[config.mk]
export PLATFORM = sky130hd
export DESIGN_NAME = led_breathe_pwm
export DESIGN_NICKNAME = d
export VERILOG_FILES = /design/src/rtl/led_breathe_pwm.sv
export SDC_FILE = /design/constraint.sdc
export NUM_CORES = 1
export LEC_CHECK = 0
export BUFFER_PORTS_ARGS = -buffer_cell sky130_fd_sc_hd__buf_2
export CAP_MARGIN = 20
export CORE_ASPECT_RATIO = 0.6
export CORE_MARGIN = 2
export CORE_UTILIZATION = 25
export CTS_BUF_LIST = sky130_fd_sc_hd__clkbuf_8 sky130_fd_sc_hd__clkbuf_16
export DETAILED_ROUTE_END_ITERATION = 10
export GPL_ROUTABILITY_DRIVEN = 0
export PLACE_DENSITY = 0.37
export SYNTH_ARGS = -nofsm -noshare
export SYNTH_HDL_FRONTEND = slang
export SYNTH_SLANG_ARGS = --single-unit
export TNS_END_PERCENT = 10
[constraint.sdc]
create_clock -name CLK -period 5.1 [get_ports CLK]
set_input_delay 0.765 -clock CLK [delete_from_list [all_inputs] [get_ports CLK]]
set_output_delay 0.765 -clock CLK [all_outputs]
set_load 0.02 [all_outputs]
[src/rtl/led_breathe_pwm.sv]
// Breathing-LED driver: a prescaled triangle ramp of brightness feeds a
// free-running PWM comparator onto three active-low RGB pins.
module led_breathe_pwm #(
  parameter int PWM_BITS     = 8,
  parameter int PRESCALE_DIV = 48000,
  parameter int HOLD_STEPS   = 64
) (
  input  logic                CLK,
  input  logic                RST_N,
  input  logic                EN,
  input  logic [2:0]          COLOR,
  output logic                LED1,
  output logic                LED2,
  output logic                LED3,
  output logic [PWM_BITS-1:0] LEVEL
);

  localparam int PW = (PRESCALE_DIV > 2) ? $clog2(PRESCALE_DIV) : 1;
  localparam int HW = (HOLD_STEPS > 1) ? $clog2(HOLD_STEPS) : 1;

  localparam logic [PWM_BITS-1:0] LMAX = '1;
  localparam logic [PWM_BITS-1:0] LMAX_M1 = LMAX - 1'b1;
  localparam logic [PWM_BITS-1:0] LONE = PWM_BITS'(1);
  localparam logic [PW-1:0] PMAX = PW'(PRESCALE_DIV - 1);
  localparam logic [HW-1:0] HMAX = HW'(HOLD_STEPS - 1);

  typedef enum logic [1:0] {
    S_RISE,
    S_HOLD_HI,
    S_FALL,
    S_HOLD_LO
  } state_t;

  state_t                      r_state;
  state_t                      w_state_n;
  logic [PWM_BITS-1:0]         r_level;
  logic [PWM_BITS-1:0]         w_level_n;
  logic [HW-1:0]               r_hold;
  logic [HW-1:0]               w_hold_n;
  logic [PW-1:0]               r_presc;
  logic [PWM_BITS-1:0]         r_pwm;
  logic [2:0][PWM_BITS-1:0]    r_duty;
  logic [2:0]                  r_mask;
  logic [2:0]                  r_led;
  logic                        w_tick;
  logic                        w_wrap;
  logic [2:0]                  w_on;

  assign w_tick = EN && (r_presc == PMAX);
  assign w_wrap = (r_pwm == LMAX);

  always_ff @(posedge CLK or negedge RST_N) begin
    if (!RST_N) begin
      r_presc <= '0;
    end else if (!EN || r_presc == PMAX) begin
      r_presc <= '0;
    end else begin
      r_presc <= r_presc + 1'b1;
    end
  end

  // The edge step that reaches an end-stop also enters the hold, so each
  // half-triangle lasts exactly (MAX + HOLD_STEPS) ticks.
  always_comb begin
    w_state_n = r_state;
    w_level_n = r_level;
    w_hold_n  = r_hold;
    if (w_tick) begin
      unique case (r_state)
        S_RISE: begin
          if (r_level != LMAX) w_level_n = r_level + 1'b1;
          if (r_level >= LMAX_M1) begin
            w_state_n = S_HOLD_HI;
            w_hold_n  = '0;
          end
        end
        S_HOLD_HI: begin
          if (r_hold == HMAX) w_state_n = S_FALL;
          else w_hold_n = r_hold + 1'b1;
        end
        S_FALL: begin
          if (r_level != '0) w_level_n = r_level - 1'b1;
          if (r_level <= LONE) begin
            w_state_n = S_HOLD_LO;
            w_hold_n  = '0;
          end
        end
        S_HOLD_LO: begin
          if (r_hold == HMAX) w_state_n = S_RISE;
          else w_hold_n = r_hold + 1'b1;
        end
        default: w_state_n = S_RISE;
      endcase
    end
  end

  always_ff @(posedge CLK or negedge RST_N) begin
    if (!RST_N) begin
      r_state <= S_RISE;
      r_level <= '0;
      r_hold  <= '0;
    end else begin
      r_state <= w_state_n;
      r_level <= w_level_n;
      r_hold  <= w_hold_n;
    end
  end

  // Duty and mask only reload on the last count so a period never glitches.
  always_ff @(posedge CLK or negedge RST_N) begin
    if (!RST_N) begin
      r_pwm  <= '0;
      r_duty <= '0;
      r_mask <= '0;
    end else begin
      r_pwm <= r_pwm + 1'b1;
      if (w_wrap) begin
        r_mask <= COLOR;
        for (int c = 0; c < 3; c++) begin
          r_duty[c] <= COLOR[c] ? r_level : '0;
        end
      end
    end
  end

  always_comb begin
    w_on = '0;
    for (int c = 0; c < 3; c++) begin
      w_on[c] = EN && r_mask[c] && (r_pwm < r_duty[c]);
    end
  end

  always_ff @(posedge CLK or negedge RST_N) begin
    if (!RST_N) begin
      r_led <= 3'b111;
    end else begin
      r_led <= ~w_on;
    end
  end

  assign LED1  = r_led[0];
  assign LED2  = r_led[1];
  assign LED3  = r_led[2];
  assign LEVEL = r_level;

endmodule

; ---- Yosys cells after proc, flatten, opt, wreduce, memory -nomap -nowiden
; Cells that the tools add are included.
[word_totals]
reg_bits = 70
in_bits = 6
output_inout_bits = 11
wordCells = 67
[classes]
addsub = 5
n_lt_le_gt_ge = 5
eq_ne = 14
muxes = 16
bitwise = 1
n_reduce_logical = 16
[op_table]
columns = op, count
row1 = $mux 8, 5
row2 = $lt 8x8->1, 3
row3 = $mux 6, 3
row4 = $pmux 6 s3, 1
row5 = $add 16x1->16 const B, 1
row6 = $add 8x1->8 const B, 2
row7 = $eq 16x16->1 const B, 1
row8 = $mux 16, 1
row9 = $pmux 8 s2, 1
row10 = $ne 2x2->1 const B, 7
row11 = $eq 8x8->1 const B, 1
row12 = $ge 8x8->1 const B, 1
row13 = $le 8x1->1 const B, 1
row14 = $mux 2, 4
row15 = $ne 8x8->1 const B, 1
row16 = $pmux 2 s4, 1
row17 = $reduce_and 4->1, 2
row18 = $reduce_bool 8->1, 1
row19 = $sub 8x1->8 const B, 1
row20 = $logic_and 1x1->1, 7
row21 = $add 6x1->6 const B, 1
row22 = $eq 6x6->1 const B, 1
row23 = $reduce_and 5->1, 1
row24 = $eq 2x2->1 const B, 2
row25 = other kinds (7), 7

; ---- Longest topological paths before layout
; Gate-level depths: netlist (run 1).
[logic_depth]
depth_word = 4
mapped_depth = 9

; ---- Least setup slack after synthesis (run 1)
; OpenSTA, ideal clock, no wires.
[synth_timing]
path_kind = flip-flop to flip-flop
from = register r_level[5] (netlist: LEVEL[5])
to = register r_state[1]
arrival_ns = 2.095
path_slack_ns = 2.880
stages_incl_launch_ff = 7
path_buffers = 1
period_less_slack_ns = 2.220
cell_sequence = dfrtp_1 -> buf_2 -> or4_4 -> o41ai_1 -> and3_2 -> o21a_1 -> mux2_2
[synth_via]
elab_chain_len = 3
word_cells_on_any_way = 5
classes_between = 2 x order compare / 2 x eq/ne / 1 x reduce/logical
[synth_rtl]
columns = element, line
row1 = start: declaration, 36  ; logic [PWM_BITS-1:0] r_level;
row2 = start signal: assignment, 104  ; r_level <= w_level_n;
row3 = $le 8x1->1 / $ge 8x8->1 (equally long branches), "83, 72"
row4 = $ne 2x2->1 (no source line), --
row5 = $reduce_and 5->1 (no source line) *, --
row6 = end signal: assignment, 103  ; r_state <= w_state_n;
row7 = end: declaration, 34  ; state_t r_state;
; Every way passes the cells marked *; elsewhere a longest branch is shown, timed or not.
; A chain may end at the register's enable or synchronous reset.

; ---- Final worst setup path (run 1)
[layout_timing]
from = register r_level[6] (netlist: LEVEL[6])
to = register r_state[1]
; Same word-level chain as after synthesis.

==> flow_metrics.env, run 1 <==
export IMPL_wl_met1_um=5170
export IMPL_fp_dieW_um=162
export IMPL_clockBufferDepth=2
export IMPL_hold_class="flip-flop to flip-flop"
export IMPL_grt_max_degree=71
export IMPL_cts_buffers=9
export IMPL_wl_met3_um=379
export IMPL_via_count=2657
export IMPL_antenna_found_initial=0
export IMPL_grt_ovfl_total=0
export IMPL_stdcell_count=599
export IMPL_dieArea_um2=16100
export IMPL_max_freq_mhz=389
export IMPL_place_ws_ns=2.55
export IMPL_p_leak_uw=0.00205
export IMPL_clock_latency_ns=0.33
export IMPL_cts_sinks=70
export IMPL_synth_cells=386
export IMPL_peakVddDrop_uv=119
export IMPL_outcome="finished clean"
export IMPL_first_iter_violations=159
export IMPL_crit_end="r_state[1]"
export IMPL_avgSynthCellArea_um2=9.74
export IMPL_r2r_end="r_state[1]"
export IMPL_ys_ff_latch=70
export IMPL_critPathLaunchType="flip-flop"
export IMPL_ios=17
export IMPL_io_buffers=16
export IMPL_synth_area_leaders="dfrtp_1, ha_1, nand3_1"
export IMPL_relSlewSlack_pct=35.9
export IMPL_initial_core_util_pct=25.8
export IMPL_cp_max_fo=11
export IMPL_grt_total_usage_pct=12.2
export IMPL_first_global_vias=2675
export IMPL_finalCritPeriodShare_pct=50.5
export IMPL_synth_ff_type="dfrtp_1"
export IMPL_detail_route_antenna_nets=0
export IMPL_synth_area_leader_cell="dfrtp_1"
export IMPL_postCtsSetupBuffers=0
export IMPL_syn2layout_area_growth_pct=15.6
export IMPL_drc=0
export IMPL_rows=34
export IMPL_vias_per_cell=4.44
export IMPL_synth_edf_count=0
export IMPL_routed_wl_um=8810
export IMPL_worstSetupPathType="flip-flop to flip-flop"
export IMPL_worst_r2r_cell_count=5
export IMPL_antenna_cells=0
export IMPL_r2r_start="LEVEL[6]"
export IMPL_cts_htree_levels=3
export IMPL_maxCapViolCount=0
export IMPL_p_per_area_nw_per_um2=296
export IMPL_worst_pin_slew_ns=0.961
export IMPL_fin_setup_tns_ns=0
export IMPL_layout_min_cycle_time_ns=2.57
export IMPL_core_area_um2=14600
export IMPL_fp_dieH_um=99.0
export IMPL_synth_cell_types=47
export IMPL_fin_skew_ns=0.00867
export IMPL_synthArstFlopShare_pct=100
export IMPL_cts_root_buf="clkbuf_16"
export IMPL_routed_top_layer="met4"
export IMPL_synthesis_area_um2=3760
export IMPL_drive_above_1_share_pct=13.5
export IMPL_cts_clk_slew_worst_paths_ns=0.06
export IMPL_cts_resized_gates=0
export IMPL_num_fill_cells=1536
export IMPL_seq_area_frac_synth_pct=46.7
export IMPL_drv_slew=0
export IMPL_ys_warn_count=0
export IMPL_critical_path_arrival_ns=2.78
export IMPL_min_delay_path_depth=2
export IMPL_crit_required_ns=5.31
export IMPL_grt_pass1_wl_um=15100
export IMPL_cts_tree="built"
export IMPL_drtPass1Iterations=4
export IMPL_dp_cells=583
export IMPL_finalHoldViolations=0
export IMPL_setup_violations=0
export IMPL_critPathCaptureType="flip-flop"
export IMPL_final_nets=435
export IMPL_crit_start="LEVEL[6]"
export IMPL_setup_ws_ns=2.53
export IMPL_cts_hold_buf=0
export IMPL_syn_nets=425
export IMPL_dp_hpwl_um=6320
export IMPL_wl_met2_um=3200
export IMPL_synth_top_cell_area_share_pct=44.6
export IMPL_drt_wirelength_per_cell_um=14.7
export IMPL_r2r_slack_ns=2.53
export IMPL_rsz0062_at_grt="false"
-- synthesized netlist by cell type, types with 2 or more instances --
| cell | number |
|---|---|
| nor2b_1 | 3 |
| inv_1 | 28 |
| nor2_1 | 26 |
| and2_1 | 3 |
| and3_2 | 2 |
| dfrtp_1 | 67 |
| xnor2_1 | 9 |
| a21oi_1 | 14 |
| nor3_1 | 4 |
| mux2_2 | 2 |
| nor2_2 | 5 |
| clkbuf_1 | 10 |
| xor2_1 | 19 |
| a21boi_0 | 3 |
| buf_2 | 5 |
| nand4_1 | 6 |
| dfstp_2 | 3 |
| a31o_2 | 2 |
| a2111oi_0 | 3 |
| a31oi_1 | 5 |
| o22ai_1 | 2 |
| nand2_1 | 30 |
| nand2b_1 | 3 |
| and3_1 | 8 |
| nand4b_1 | 4 |
| nand3_1 | 37 |
| o21a_1 | 4 |
| ha_1 | 33 |
| o21ai_0 | 28 |
-- cell usage in the layout, fill, tap and decap left out, drive strengths merged, types with 2 or more instances in the layout --
master	count
inv	28
a31oi	5
nor3	4
a31o	2
bufinv	2
o22ai	2
nor2	31
nor2b	3
nand3	37
o21ai	28
xnor2	9
a2111oi	3
or4b	3
buf	17
nand4	6
nand4b	4
or4	2
xor2	19
nand2	30
mux2	2
and2	3
clkbuf	11
ha	33
dfrtp	67
dfstp	3
nand2b	3
clkinv	2
o21a	4
and3	10
a21oi	15
a21boi	3
-- through the flow --
stage | cell area, um2 | util [%] | hold slack [ns] | total power (uW)
floorplan | 3760 | - | 0.433 | 583
detailed placement | 4010 | 27.5 | 0.458 | 604
CTS | 4350 | 29.8 | 0.473 | 1320
global placement | 4010 | 27.5 | 0.451 | 604
finish | 4350 | 29.8 | 0.466 | 1290
global route | 4350 | 29.8 | 0.507 | 1350
-- metal layers --
metal	vias up	GRT usage [%]
met2	35	15.7
met5	-	0
met1	1268	19.8
met3	9	3.28
met4	0	2.65
li1	1345	-
-- kinds of logic (layout without fill, tap and decap cells) --
logic type,Yosys count,in the layout,synth area share (%)
AO/OA/AOI/OAI,65,65,10.2
XOR/XNOR,28,28,6.52
AND/OR/NAND/NOR,141,141,19.6
multiplexers,3,3,0.865
flip-flops,70,70,46.7
adder cells (fa/ha/maj),33,33,11.0
buffers and inverters,46,61,5.06
-- power by group --
part / switching (uW) / total [uW] / internal (uW)
logic: 24.3 / 30.4 / 6.12
registers: 2.40 / 562 / 560
clock network: 239 / 694 / 455
-- worst min-delay path by stage --
stage	endpoint	slack (ns)	start
global placement	r_duty[0]	0.45	r_duty[0]
detailed placement	r_duty[0]	0.46	r_duty[0]
floorplan	r_duty[0]	0.43	r_duty[0]
CTS	r_duty[0]	0.47	r_duty[0]
finish	r_duty[16]	0.47	r_duty[16]
global route	r_duty[0]	0.51	r_duty[0]
-- sequential cells by signal (all words and copies together) (netlist names) --
| register | flops |
|---|---|
| LEVEL | 8 |
| r_state | 2 |
| r_duty | 24 |
| r_pwm | 8 |
| r_mask | 3 |
| r_presc | 16 |
| r_hold | 6 |
| r_led | 3 |
-- area by class of cell --
| cell class | instances | area [um2] | share of cell area, % |
|---|---|---|---|
| Timing Repair Buffer | 17 | 90.1 | 2.07 |
| Inverter | 28 | 105 | 2.42 |
| Multi-Input combinational cell | 270 | 1810 | 41.7 |
| Sequential cell | 70 | 1760 | 40.4 |
| Tap cell | 198 | 248 | 5.70 |
| Clock buffer | 11 | 253 | 5.82 |
| Clock inverter | 5 | 81.3 | 1.87 |
-- worst max-delay path: stages, from the launching register on --
cell and delay, ns:
dfrtp_1 0.47, or4_4 0.58, o41ai_1 0.45, and3_2 0.39
o21a_1 0.21, mux2_2 0.35
Power figures use the tool's default switching activity.
==> run 2: changes to the inputs <==
==> constraint.sdc (replaced) <==
create_clock -name CLK -period 2.6 [get_ports CLK]
set_input_delay 0.39 -clock CLK [delete_from_list [all_inputs] [get_ports CLK]]
set_output_delay 0.39 -clock CLK [all_outputs]
set_load 0.02 [all_outputs]
==> run 2 against run 1 <==
Effect of this change: final cell count is 1.2% higher; cell area fell by 0.12%; sequential share of layout area is essentially flat; core utilization about the same; combinational power up 93%; clock power increased by 61%; via count rose by 1.8%; die area stayed put; critical endpoint is now LEVEL[3]; sequential cell count unchanged; clock skew hardly changed; global-route usage grew 0.13 points.
==> flow_metrics.env, run 2 (synthesis gave the netlist of run 1 again) <==
export IMPL_finalHoldViolations=0
export IMPL_grt_total_usage_pct=12.4
export IMPL_initial_core_util_pct=25.8
export IMPL_cpMaxStageDelayCell="or4b_1"
export IMPL_crit_required_ns=2.85
export IMPL_drc=0
export IMPL_cts_htree_levels=3
export IMPL_grt_ovfl_total=0
export IMPL_worstSetupPathType="flip-flop to flip-flop"
export IMPL_max_freq_mhz=409
export IMPL_grt_max_degree=71
export IMPL_met3_usage_pct=3.96
export IMPL_via_count=2706
export IMPL_postCtsSetupBuffers=0
export IMPL_io_buffers=16
export IMPL_cp_num_buf_inv=0
export IMPL_drv_slew=0
export IMPL_worst_pin_slew_ns=0.958
export IMPL_cts_sinks=70
export IMPL_clock_latency_ns=0.33
export IMPL_reg_top3="r_duty x24, r_presc x16"
export IMPL_cp_max_fo=9
export IMPL_dp_hpwl_um=6300
export IMPL_antenna_found_initial=0
export IMPL_drt_wirelength_per_cell_um=15.2
export IMPL_critPathTopFamily="simple AND/OR/NAND/NOR gates"
export IMPL_p_leak_uw=0.00207
export IMPL_utilization_pct=29.7
export IMPL_clockBufferDepth=2
export IMPL_first_iter_violations=175
export IMPL_fp_dieW_um=162
export IMPL_critical_path_max_stage_delay_ns=0.73
export IMPL_fin_skew_ns=0.00837
export IMPL_grt_pass1_wl_um=15200
export IMPL_ios=17
export IMPL_hold_class="input port to async pin"
export IMPL_outcome="finished clean"
export IMPL_first_global_vias=2688
export IMPL_setup_violations=0
export IMPL_layout_common_cells="dfrtp_1, nand3_1, ha_1"
export IMPL_drtPass1Iterations=4
export IMPL_holdWs_ns=0.183
export IMPL_largest_reg_flops=24
export IMPL_place_ws_ns=0.145
export IMPL_cts_tree="built"
export IMPL_worst_r2r_cell_count=5
export IMPL_critPathLaunchType="flip-flop"
export IMPL_path_cells="or4b_4, nor4_2, or4b_1, a21oi_2, xor2_1"
export IMPL_dpl_cell_area_um2=4080
export IMPL_peakVddDrop_uv=265
export IMPL_layout_commonest_cell="dfrtp_1"
export IMPL_routed_wl_um=9180
export IMPL_cts_resized_gates=0
export IMPL_fin_area_um2=4340
export IMPL_grt_use_met1_pct=18.3
export IMPL_critical_path_arrival_ns=2.69
export IMPL_largest_register="r_duty"
export IMPL_core_area_um2=14600
export IMPL_cts_root_buf="clkbuf_16"
export IMPL_met2_usage_pct=17.7
export IMPL_fp_dieH_um=99.0
export IMPL_critPathCaptureType="flip-flop"
export IMPL_p_per_area_nw_per_um2=526
export IMPL_cts_hold_buf=0
export IMPL_syn2layout_area_growth_pct=15.5
export IMPL_vias_per_cell=4.47
export IMPL_drive_above_1_share_pct=14.0
export IMPL_cts_buffers=9
export IMPL_rsz0062_at_grt="false"
export IMPL_fin_setup_tns_ns=0
export IMPL_layout_min_cycle_time_ns=2.45
export IMPL_final_nets=442
export IMPL_finalCritPeriodShare_pct=94.0
export IMPL_dieArea_um2=16100
export IMPL_detail_route_antenna_nets=0
export IMPL_setup_ws_ns=0.155
export IMPL_relSlewSlack_pct=36.2
export IMPL_crit_cells=5
export IMPL_antenna_cells=0
export IMPL_cts_clk_slew_worst_paths_ns=0.06
export IMPL_top_usage_layer="met1"
export IMPL_rows=34
export IMPL_maxCapViolCount=0
==> run 2: power breakdown <==
part	switching [uW]	leakage, uW	internal, uW
combinational	46.9	0.00112	11.9
clock	468	0.000147	655
sequential	4.46	0.000799	1100
total	519	0.00207	1760
==> run 2: worst paths after layout <==
kind	from	endpoint	slack, ns
worst max-delay path	r_presc[10]	LEVEL[3]	0.15
worst min-delay path	RST_N	r_duty[11]	0.18
worst max register to register	r_presc[10]	LEVEL[3]	0.15
worst min register to register	r_duty[16]	r_duty[16]	0.46
max in group asynchronous	RST_N	r_hold[5]	1.77
min in group CLK	COLOR[1]	r_mask[1]	0.39
==> run 2: routing by layer <==
| metal | vias to the layer above | routed length, um |
|---|---|---|
| li1 | 1366 | - |
| met1 | 1306 | 5040 |
| met2 | 30 | 3860 |
| met3 | 4 | 255 |
| met4 | 0 | 29 |
| met5 | - | 0 |
==> run 2: layout make-up <==
class	count	area (um2)
inverter	28	105
tap	198	248
multi-input combinational	270	1810
fill	1539	10300
sequential	70	1760
clock buffer	10	239
timing repair buffer	24	155
clock inverter	6	25.0
==> run 2: through the flow <==
step,instances,total power (uW)
4_1_cts,606,2330
5_1_grt,606,2390
3_3_place_gp,590,1180
6_report,606,2280
2_1_floorplan,386,1140
3_5_place_dp,590,1180
